===== src/rtl/mem_port_arbiter.sv =====
// rtl/mem_port_arbiter.sv - shares one memory port between instruction fetch and load/store
//
// Ports:
//   clk, rst                   clock, synchronous active-high reset
//   if_req/if_addr/if_flush    IF read request, address, response squash
//   if_ready/if_rvalid/if_rdata  IF accept, response pulse, fetched data
//   mem_req/we/addr/wdata/width  MEM load/store request fields
//   mem_ready/mem_rvalid/mem_rdata  MEM accept, response pulse, load data (0 for stores)
//   bus_req/we/addr/wdata/width  latched request to backing memory
//   bus_gnt/bus_rvalid/bus_rdata  backing memory accept, response, read data
module mem_port_arbiter #(
   parameter int ADDR_WIDTH   = 64,
   parameter int DATA_WIDTH   = 64,
   parameter int STARVE_LIMIT = 4
) (
   input  logic                  clk,
   input  logic                  rst,
   input  logic                  if_req,
   input  logic [ADDR_WIDTH-1:0] if_addr,
   input  logic                  if_flush,
   output logic                  if_ready,
   output logic                  if_rvalid,
   output logic [DATA_WIDTH-1:0] if_rdata,
   input  logic                  mem_req,
   input  logic                  mem_we,
   input  logic [ADDR_WIDTH-1:0] mem_addr,
   input  logic [DATA_WIDTH-1:0] mem_wdata,
   input  logic [2:0]            mem_width,
   output logic                  mem_ready,
   output logic                  mem_rvalid,
   output logic [DATA_WIDTH-1:0] mem_rdata,
   output logic                  bus_req,
   output logic                  bus_we,
   output logic [ADDR_WIDTH-1:0] bus_addr,
   output logic [DATA_WIDTH-1:0] bus_wdata,
   output logic [2:0]            bus_width,
   input  logic                  bus_gnt,
   input  logic                  bus_rvalid,
   input  logic [DATA_WIDTH-1:0] bus_rdata
);

   typedef enum logic [1:0] {S_IDLE, S_REQ, S_WAIT, S_RESP} state_t;

   localparam logic [3:0] LIMIT = 4'(STARVE_LIMIT);

   state_t                state_q;
   logic [3:0]            starve_q;
   logic                  owner_mem_q;   // 0 = IF owns the transaction, 1 = MEM
   logic                  squash_q;
   logic                  bus_req_q;
   logic                  bus_we_q;
   logic [ADDR_WIDTH-1:0] bus_addr_q;
   logic [DATA_WIDTH-1:0] bus_wdata_q;
   logic [2:0]            bus_width_q;
   logic                  if_rvalid_q;
   logic                  mem_rvalid_q;
   logic [DATA_WIDTH-1:0] if_rdata_q;
   logic [DATA_WIDTH-1:0] mem_rdata_q;

   logic                  idle;
   logic                  if_win;
   logic                  mem_win;
   logic                  done;
   logic [3:0]            starve_d;

   // Readies are suppressed while reset is asserted so nothing is accepted
   // into a transaction that reset is about to discard.
   assign idle    = (state_q == S_IDLE) && !rst;
   assign if_win  = if_req && (!mem_req || (starve_q == LIMIT));
   assign mem_win = mem_req && !if_win;
   assign done    = ((state_q == S_REQ) && bus_gnt && bus_rvalid) ||
                    ((state_q == S_WAIT) && bus_rvalid);

   // MEM grant while IF waits bumps the counter; IF can only be waiting below the
   // limit here, since at the limit IF would have won, but saturate anyway.
   assign starve_d = !if_req          ? 4'd0 :
                     (starve_q == LIMIT) ? LIMIT : starve_q + 4'd1;

   assign if_ready   = idle && if_win;
   assign mem_ready  = idle && mem_win;
   // A flush arriving in the very cycle the IF pulse is out still squashes it.
   assign if_rvalid  = if_rvalid_q && !if_flush;
   assign if_rdata   = if_rdata_q;
   assign mem_rvalid = mem_rvalid_q;
   assign mem_rdata  = mem_rdata_q;
   assign bus_req    = bus_req_q;
   assign bus_we     = bus_we_q;
   assign bus_addr   = bus_addr_q;
   assign bus_wdata  = bus_wdata_q;
   assign bus_width  = bus_width_q;

   always_ff @(posedge clk) begin
      if (rst) begin
         state_q      <= S_IDLE;
         starve_q     <= 4'd0;
         owner_mem_q  <= 1'b0;
         squash_q     <= 1'b0;
         bus_req_q    <= 1'b0;
         bus_we_q     <= 1'b0;
         bus_addr_q   <= '0;
         bus_wdata_q  <= '0;
         bus_width_q  <= 3'd0;
         if_rvalid_q  <= 1'b0;
         mem_rvalid_q <= 1'b0;
         if_rdata_q   <= '0;
         mem_rdata_q  <= '0;
      end else begin
         if_rvalid_q  <= 1'b0;
         mem_rvalid_q <= 1'b0;

         case (state_q)
            S_IDLE: begin
               squash_q <= 1'b0;
               if (mem_win) begin
                  owner_mem_q <= 1'b1;
                  starve_q    <= starve_d;
                  bus_req_q   <= 1'b1;
                  bus_we_q    <= mem_we;
                  bus_addr_q  <= mem_addr;
                  bus_wdata_q <= mem_wdata;
                  bus_width_q <= mem_width;
                  state_q     <= S_REQ;
               end else if (if_win) begin
                  owner_mem_q <= 1'b0;
                  starve_q    <= 4'd0;
                  bus_req_q   <= 1'b1;
                  bus_we_q    <= 1'b0;
                  bus_addr_q  <= if_addr;
                  bus_wdata_q <= '0;
                  bus_width_q <= 3'd2;
                  state_q     <= S_REQ;
               end
            end
            S_REQ: begin
               if (if_flush && !owner_mem_q) begin
                  squash_q <= 1'b1;
               end
               if (bus_gnt) begin
                  bus_req_q <= 1'b0;
                  state_q   <= bus_rvalid ? S_RESP : S_WAIT;
               end
            end
            S_WAIT: begin
               if (if_flush && !owner_mem_q) begin
                  squash_q <= 1'b1;
               end
               if (bus_rvalid) begin
                  state_q <= S_RESP;
               end
            end
            S_RESP: begin
               squash_q <= 1'b0;
               state_q  <= S_IDLE;
            end
            default: state_q <= S_IDLE;
         endcase

         // Response is registered on entry to RESP; the flush term covers a flush
         // that coincides with the completing cycle.
         if (done) begin
            if (owner_mem_q) begin
               mem_rvalid_q <= 1'b1;
               mem_rdata_q  <= bus_we_q ? '0 : bus_rdata;
            end else if (!squash_q && !if_flush) begin
               if_rvalid_q <= 1'b1;
               if_rdata_q  <= bus_rdata;
            end
         end
      end
   end

endmodule

===== config.mk =====
export PLATFORM = sky130hd
export DESIGN_NAME = mem_port_arbiter
export DESIGN_NICKNAME = d
export VERILOG_FILES = /design/src/rtl/mem_port_arbiter.sv
export SDC_FILE = /design/constraint.sdc
export NUM_CORES = 1
export LEC_CHECK = 0
export ABC_AREA = 1
export BUFFER_PORTS_ARGS = -buffer_cell sky130_fd_sc_hd__buf_2
export CORE_AREA = 2 2 205 207
export CTS_CLUSTER_SIZE = 25
export DETAILED_ROUTE_END_ITERATION = 6
export DIE_AREA = 0 0 207 209
export PLACE_DENSITY = 0.53
export SYNTH_ARGS = -nofsm -noshare
export SYNTH_HDL_FRONTEND = slang
export SYNTH_SLANG_ARGS = --single-unit

===== constraint.sdc =====
create_clock -name clk -period 4.5 [get_ports clk]
set_clock_uncertainty 0.2 [all_clocks]
set_input_delay 0.45 -clock clk [delete_from_list [all_inputs] [get_ports clk]]
set_output_delay 0.45 -clock clk [all_outputs]
set_load 0.03 [all_outputs]

# --- After elaboration in Yosys (flattened, before gate mapping) ---
# Cells that the tools add are included.
classes:
  n_bitwise: 2
  n_mux: 28
  eq_ne: 8
  addsub: 1
  n_reduce_logical: 31
op_table:
  columns: ["operator", "count"]
  rows:
  - ["64-bit 2-to-1 mux", 5]
  - ["4-bit 2-to-1 mux", 4]
  - ["1-bit logical AND", 11]
  - ["1-bit 2-to-1 mux", 10]
  - ["3-bit AND reduction", 3]
  - ["2-bit 2-to-1 mux", 4]
  - ["2-bit one-hot mux with 4 select lines", 1]
  - ["1-bit zero test", 6]
  - ["3-bit 2-to-1 mux", 2]
  - ["2-bit OR reduction", 3]
  - ["4-bit by 1-bit adder with 4-bit output (second input constant)", 1]
  - ["2-bit == test (second input constant)", 2]
  - ["4-bit by 3-bit == test with 1-bit output (second input constant)", 1]
  - ["2-bit inequality test (second input constant)", 2]
  - ["1-bit one-hot mux with 2 select lines", 2]
  - ["2-bit AND reduction", 2]
  - ["2-bit nonzero test", 2]
  - ["3-bit inequality test (second input constant)", 1]
  - ["3-bit OR reduction", 1]
  - ["2-bit by 1-bit == test with 1-bit output (second input constant)", 1]
  - ["2-bit zero test", 1]
  - ["1-bit logical OR", 2]
  - ["2-bit by 1-bit inequality test with 1-bit output (second input constant)", 1]
  - ["1-bit inverter", 2]
word_totals:
  inputBits: 267
  out_inout_bits: 265
  wordCells: 83
  reg_bits: 271

# --- Logic depth before layout (Yosys ltp) ---
# Gate-level depths: netlist of the first run.
depth:
  ltp_word: 7
  mapped_depth: 11
  depth_no_buf: 9

# --- Least setup slack after synthesis of the first run ---
# No wires, ideal clock.
synth_timing:
  path_type: "input-to-output"
  from: "input rst"
  to: "output if_ready"
  setup_slack_ps: 1901
  path_buffers: 3
  stages: 4
  arrival_ps: 1949
  required_ps: 3850
  cell_sequence: "buf_2 -> clkbuf_1 -> clkbuf_1 -> nor4_1"
synth_between:
  elab_chain_cells: 3
synth_rtl:
  columns: ["element", "line_no", "source"]
  rows:
  - ["start, declared", "17", "input logic rst,"]
  - ["1-bit zero test", "68", "assign idle = (state_q == S_IDLE) && !rst;"]
  - ["1-bit logical AND", "68", null]
  - ["1-bit logical AND", "79", "assign if_ready = idle && if_win;"]
  - ["end, declared", "21", "output logic if_ready,"]
# Every way passes these cells.

# --- Worst setup path in the final report of the first run ---
layout_timing:
  from: "register starve_q[0]"
  to: "register bus_addr_q[58], in the netlist bus_addr[58]"
layout_between:
  elab_chain_cells: 7
  word_cells_on_any_way: 8
  cone_classes: "1 x eq/ne; 1 x mux; 6 x reduce/logical"
layout_rtl:
  columns: ["element", "line_no", "source"]
  rows:
  - ["start, declared", "47", "logic [3:0] starve_q;"]
  - ["start signal, assigned", "116", "starve_q <= starve_d;"]
  - ["4-bit by 3-bit == test with 1-bit output *", "69", "assign if_win = if_req && (!mem_req || (starve_q == LIMIT));"]
  - ["1-bit logical OR *", "69", null]
  - ["1-bit logical AND *", "69", null]
  - ["1-bit zero test", "70", "assign mem_win = mem_req && !if_win;"]
  - ["1-bit logical AND", "70", null]
  - ["2-bit nonzero test (no line)", null, null]
  - ["2-bit AND reduction (no line)", null, null]
  - ["end signal, assigned", "119", "bus_addr_q <= mem_addr;"]
  - ["end signal, assigned", "128", "bus_addr_q <= if_addr;"]
  - ["end, declared", "52", "logic [ADDR_WIDTH-1:0] bus_addr_q;"]
# Mark *: on every way between the ends. The rest lies on a longest branch, timed or not.
# A chain may end at the register's enable or synchronous reset.

==> results by group, run 1 <==
Die
  • Floorplan core area: 41300 µm²
  • Cell row count: 75
  • Io pins: 532
  • Die area: 43300 µm²
  • Die Y-Extent: 209 µm
  • Initial Util: 26.0%
  • Die X-Extent: 207 µm

Job
  • Max-cap violation count: 0

CTS
  • CTS max path bufs: 3
  • Clk sinks: 271
  • Clock-pin slew on the worst setup and hold paths: 0.06 ns
  • Clock Latency Late Sink: 0.53 ns
  • TritonCTS Buffers: 34
  • CTS HTree Levels: 2
  • Root Buffer: clkbuf_16
  • CTS tree: yes
  • Post-CTS Setup Inserts: 0

Drt
  • Via density: 4.51
  • Pre-antenna DRT Iters: 5
  • Final WL: 40700 µm
  • Post-route ant nets: 0
  • Vias: 12100
  • Per-cell routed wire length: 15.2 µm
  • DRC: 0
  • Initial drt markers: 855

Final layout
  • Nets: 2396
  • Share of cells above drive strength 1: 28.4%
  • N_diodes: 0
  • Filler instances: 4324
  • Most common cell after layout, fill and taps aside: buf_2
  • P&R area growth vs syn: 52.7%
  • Most frequent cells in the layout: 530 x buf_2, 335 x nand2_1, 271 x dfxtp_1

Place
  • DP Wirelength: 27800 µm
  • Placer Congestion: 0.861
  • IO buf count: 531

Logic synthesis
  • Sequential share of the synthesized area: 50.6%
  • Mapped Nets: 1775
  • Synth Warn #: 0
  • Multiplexer share of the synthesized area: 0%
  • Largest family of logic cells by synthesized area: simple AND/OR/NAND/NOR gates
  • Seq cells post-synth: 271
  • Post-synth cell types: 23
  • Post-Synth XOR/XNOR Area: 0%
  • Compound-gate portion of the synthesized area: 7.11%
  • Cell Area, Synth: 10700 µm²
  • Post-Synth Adder-Cell Area: 0.700%
  • Syn Area/Cell: 7.14 µm²
  • Synth Area in Simple Gates: 34.1%
  • Cells after synthesis: 1502

Setup path
  • Slowest stage cell, crit path: a21oi_4
  • Worst Path Arrival: 3.32 ns
  • Delay-heaviest family, CP: buffers and inverters
  • Most frequent CP cell: nand2_1
  • Startpoint Class: flop
  • Worst path cell trace: inv_1 > ha_1 > nand2_1 > nor2_1 > a21oi_4 > buf_12 > nand2_1 > nand3_1 > dlygate4sd3_1 > nand2_1 > inv_1
  • Worst setup EP type: flop
  • Biggest cell delay along the critical path: 0.73 ns
  • Setup Crit Path Kind: flop to flop
  • Critical Path RT: 4.78 ns
  • Crit Path Max Fanout: 71
  • Worst path buffer plus inverter count: 4

Global route
  • Initial antenna violation count: 1
  • Global-route wire length before repair: 63200 µm
  • Largest net degree at the start of global routing: 203
  • Total grt overflow: 0
  • GRT Resource Usage Total: 18.0%
  • Number of global-route vias before repair: 11600

STA
  • Setup-failing EPs final: 0
  • Fin crit share: 67.7%
  • Worst Tran Pin Value: 1.20 ns
  • Rel. slew slack: 20.0%
  • Max Fclk: 0.328 GHz
  • Final Hold Viols: 0
  • Pins over their slew limit: 0
  • Unrepaired setup endpoints after global routing: false
  • Fin Setup TNS: 0 ns
  • Minimum clock period: 3.05 ns

Power and ir drop
  • Leak Pwr: 0.00839 µW
  • Tot Pwr: 8790 µW
  • PwrDens: 536 nW/µm²
  • Peak supply drop: 0.000291 V

Min path
  • Class of the worst hold path: primary input to flop

Status
  • Status: finished, final reports clean
-- per-stage QoR --
stage               std cells  utilization [%]  hold slack, ns  setup WS, ns  area (µm²)
finish                   2685             39.7          0.0341          1.45       16400
global route             2685             39.7          0.0250          1.25       16400
CTS                      2685             39.7         0.00233          1.48       16400
detailed placement       2473             33.3           0.253          1.86       13700
floorplan                1502                -           0.272          1.90       10700
global placement         2473             33.3           0.250          1.92       13700
-- registers in the layout (all words and copies together), names as in the netlist --
register and flops:
bus_addr 64, bus_req 1, bus_wdata 64, bus_we 1
bus_width 3, if_rdata 64, if_rvalid_q 1, mem_rdata 64
mem_rvalid 1, owner_mem_q 1, squash_q 1, starve_q 4
state_q 2
-- report_power, final --
group	switching [µW]	internal [µW]
Combinational	2100	926
Sequential	212	2800
Clock	1060	1680
-- worst paths after layout --
| kind | from | end | slack, ns | cells after the start |
|---|---|---|---|---|
| max reg2reg | starve_q[0] | bus_addr[58] | 1.45 | 11 |
| min reg2reg | bus_wdata[13] | bus_wdata[13] | 0.26 | 2 |
| min | mem_addr[24] | bus_addr[24] | 0.03 | 5 |
| max | starve_q[0] | bus_addr[58] | 1.45 | 11 |
-- what timing repair did --
action                                 in CTS  in global routing
hold buffers                              153                  0
endpoints found under the hold margin     200                  0
gates resized for setup                     0                  0
-- final cells by class --
class / count / area (µm²) / share of cell area (%)
Clock buffer: 50 / 1020 / 6.24
Clock inverter: 9 / 101 / 0.618
Inverter: 82 / 309 / 1.89
Multi-Input combinational cell: 1036 / 4530 / 27.7
Sequential cell: 271 / 5430 / 33.1
Tap cell: 539 / 674 / 4.12
Timing Repair Buffer: 698 / 4320 / 26.4
-- kinds of logic after synthesis --
group / count (synthesis)
flip-flops: 271
AND/OR/NAND/NOR: 882
adder cells (fa/ha/maj): 6
AO/OA/AOI/OAI: 148
buffers and inverters: 195
-- cells in the mapped netlist, drive strengths merged --
master	n	area, µm²
a21oi	77	400
o21ai	68	340
dfxtp	271	5430
inv	82	308
nor3	2	10.0
o21a	1	7.51
o21bai	1	7.51
nand2	337	1260
ha	6	75.1
nor3b	1	7.51
o211ai	1	7.51
buf	64	310
nor2	270	1010
nand3	267	1340
nand4	3	18.8
nor4	1	6.26
or2	1	6.26
clkbuf	49	184
-- layer usage --
layer / part of all wire, % / up-vias / global-route usage (%)
met4: 4.2 / 2 / 8.30
li1: - / 6035 / -
met1: 41 / 5568 / 21.5
met3: 6.2 / 112 / 4.51
met5: 0.032 / - / 0
met2: 48 / 405 / 30.3
-- worst min-delay path, stage by stage --
cell and delay, ns:
buf_2 0.08, nand2_1 0.04, nand3_1 0.06, nand2_1 0.05, inv_1 0.04
Power figures use the tool's default switching activity.
==> run 2, diff against run 1 <==
ABC_AREA = 0   (was 1)
CORE_AREA = 2 2 207 209   (was 2 2 205 207)
DIE_AREA = 0 0 209 211   (was 0 0 207 209)
PLACE_DENSITY = 0.56   (was 0.53)
clock period = 2.9 ns   (was 4.5 ns; I/O delays follow)
==> run 2 against run 1 <==
Net effect:
- clock power rose by 51%
- highest routed layer unchanged
- non-clock buffer count grew 126
- register-to-register slack lost 1.3 ns
- final cell count down 3.0%
- routed wire length rose by 8.8%
- count of clock-buffer cells in the layout decreased by 2
- hold slack improved by 0.090 ns
- critical path depth shrank 4
==> results by group, run 2 <==
Logic synthesis
  • Post-synth EDFFs: 0 (unchanged)
  • Sequential share of the synthesized area: 43.9% (-6.7 points)
  • Syn Area/Cell: 9.35 µm² (+31%)
  • Async SR Flop Fraction: 0% (unchanged)
  • Cell Area, Synth: 12400 µm² (+15%)
  • Cells after synthesis: 1321 (-12%)
  • Most area-consuming cells after synthesis: dfxtp_1 44%, mux2i_1 10%, nand2b_1 9.8%
  • Synth Warn #: 0 (unchanged)
  • Post-synth cell types: 45 (+96%)
  • Most instantiated cells after synthesis: 271 x dfxtp_1, 194 x nand2b_1, 129 x mux2i_1
  • Synth area leader: dfxtp_1
  • Most common cell in the synthesized netlist: dfxtp_1
  • Mapped Nets: 1594 (-10%)
  • Area share of the largest cell type after synthesis: 43.9% (-6.7 points)
  • Seq cells post-synth: 271 (unchanged)
  • Ys flop type: dfxtp_1

Global route
  • Number of global-route vias before repair: 12600 (+8.3%)
  • Initial antenna violation count: 2 (+1)
  • Total grt overflow: 0 (unchanged)
  • Largest net degree at the start of global routing: 194 (-4.4%)
  • GRT Resource Usage Total: 19.1% (+1.1 points)
  • Global-route wire length before repair: 68200 µm (+7.9%)

Power and ir drop
  • Combinational power share: 38.5% (+4.0 points)
  • Clk pwr share: 28.7% (-2.5 points)
  • Leak Pwr: 0.00869 µW (+3.5%)
  • Sequential share of power: 32.8% (-1.5 points)
  • Peak supply drop: 0.000352 V (+21%)
  • PwrDens: 752 nW/µm² (+40%)
  • Internal Power: 8940 µW (+65%)
  • Sw Share: 37.8% (-0.62 points)
  • Net Switching: 5430 µW (+61%)

STA
  • Unrepaired setup endpoints after global routing: false
  • Fin crit share: 97.2%
  • Rel. slew slack: 41.0% (+21 points)
  • Fin Setup TNS: 0 ns (unchanged)
  • Worst Tran Pin Value: 0.885 ns (-0.315 ns)
  • Max Fclk: 0.355 GHz
  • PnR worst setup slack: 0.0823 ns (-1.37 ns)
  • Pins over their slew limit: 0 (unchanged)
  • Minimum clock period: 2.82 ns
  • Final Hold Viols: 0 (unchanged)
  • Setup-failing EPs final: 0 (unchanged)

Place
  • IO buf count: 531 (unchanged)
  • Post-Place Setup Slack: 0.686 ns (-1.17 ns)
  • DP Wirelength: 28500 µm (+2.6%)
  • Placer Congestion: 0.804 (-6.6%)
  • Placed cell count: 2276 (-8.0%)

Job
  • Max-cap violation count: 0 (unchanged)

Final layout
  • Most frequent cells in the layout: 529 x buf_2, 270 x dfxtp_1, 267 x dlygate4sd3_1
  • Multi-input gate area: 6230 µm² (+37%)
  • Nets: 2314 (-3.4%)
  • Share of cells above drive strength 1: 34.0% (+5.6 points)
  • P&R area growth vs syn: 54.6%
  • Finished Layout Cells: 2605 (-3.0%)
  • Most common cell after layout, fill and taps aside: buf_2
  • Filler instances: 3966 (-8.3%)
  • Register area: 5430 µm² (about the same)

CTS
  • TritonCTS Buffers: 35 (+2.9%)
  • Clock-pin slew on the worst setup and hold paths: 0.06 ns (about the same)
  • CTS tree: yes
  • Post-CTS Setup Inserts: 0 (unchanged)
  • CTS HTree Levels: 2 (unchanged)
  • CTS max path bufs: 3 (unchanged)
  • Root Buffer: clkbuf_16
  • Clk sinks: 271 (unchanged)
  • Post_cts resized: 0 (unchanged)
  • Clock Latency Late Sink: 0.52 ns (about the same)

Setup path
  • Startpoint Class: primary input
  • Worst Path Arrival: 3.07 ns (-0.25 ns)
  • Crit Path Max Fanout: 43 (-39%)
  • Flop-to-flop setup slack: 0.13 ns (-1.32 ns)
  • Worst setup EP type: flop
  • Critical Path RT: 3.15 ns (-1.63 ns)
  • Setup Crit Path Kind: primary input to flop

Drt
  • DRC: 0 (unchanged)
  • Post-route ant nets: 0 (unchanged)
  • Per-cell routed wire length: 17.0 µm (+12%)
  • Via density: 4.87 (+7.9%)
  • Initial drt markers: 1051 (+23%)
  • Vias: 12700 (+4.7%)
  • Pre-antenna DRT Iters: 5 (unchanged)
  • Final WL: 44300 µm (+8.8%)

Die
  • Cell row count: 75 (unchanged)
  • Io pins: 532 (unchanged)
  • Initial Util: 29.6% (+3.6 points)
  • Floorplan core area: 41800 µm² (+1.1%)
  • Die area: 44100 µm² (+1.9%)
  • Die Y-Extent: 211 µm (+0.96%)
  • Die X-Extent: 209 µm (+0.97%)

Status
  • Status: finished, final reports clean

Min path
  • Class of the worst hold path: primary input to flop
run 2: final timing paths:
kind                      start             to  depth (start not counted)
hold / removal              rst     mem_rvalid                          2
hold reg to reg   bus_wdata[45]  bus_wdata[45]                          2
setup / recovery        mem_req   bus_addr[47]                          7
setup reg to reg     state_q[0]   bus_addr[47]                          7
run 2: layout make-up:
cell class	count	area share [%]
clock inverters	13	0.524
flip-flops and latches	271	28.4
inverters	6	0.118
clock buffers	48	5.10
well taps	539	3.53
multi-input cells	903	32.6
repair buffers	824	29.7
diodes	1	0.0131
run 2: worst max-delay path: stages:
cell and delay (ns):
dlygate4sd3_1 0.56, buf_4 0.23, inv_2 0.34, buf_4 0.48, o21ai_1 0.20, a311oi_2 0.30
dlygate4sd3_1 0.60
run 2: cells by family after synthesis:
group	count (synthesis)	share of synthesized area (%)
buffers and inverters	147	6.03
AND/OR/NAND/NOR	554	26.1
flip-flops	271	43.9
AO/OA/AOI/OAI	214	12.9
multiplexers	129	10.5
adder cells (fa/ha/maj)	6	0.608
run 2: power groups by stage:
stage          logic, µW  clock network, µW  registers (µW)
3_5_place_dp        4800                  0            4780
5_1_grt             5900               4380            4780
6_report            5530               4130            4710
3_3_place_gp        4750                  0            4750
4_1_cts             5470               4240            4700
2_1_floorplan       2200                  0            5940
run 2: per-stage QoR:
| stage | hold WS [ns] | cell area (µm²) | util [%] | power, µW |
|---|---|---|---|---|
| floorplan | 0.245 | 12400 | - | 8140 |
| global placement | 0.239 | 15400 | 36.8 | 9500 |
| detailed placement | 0.243 | 15400 | 36.8 | 9580 |
| CTS | 0.113 | 19100 | 45.7 | 14400 |
| global route | 0.169 | 19100 | 45.7 | 15100 |
| finish | 0.124 | 19100 | 45.7 | 14400 |
run 2: repair_timing:
item                                   in CTS  in global routing
hold buffers                              267                  0
setup endpoints to repair                   0                  0
endpoints found under the hold margin     268                  0
run 2: layer usage:
| layer | up-vias | part of all wire (%) | wire length [µm] | track usage, % |
|---|---|---|---|---|
| met3 | 93 | 8.6 | 3830 | 6.60 |
| met5 | - | 0.029 | 13 | 0 |
| li1 | 6108 | - | - | - |
| met1 | 5949 | 41 | 18200 | 22.2 |
| met4 | 2 | 3.0 | 1330 | 7.12 |
| met2 | 542 | 47 | 20900 | 32.4 |
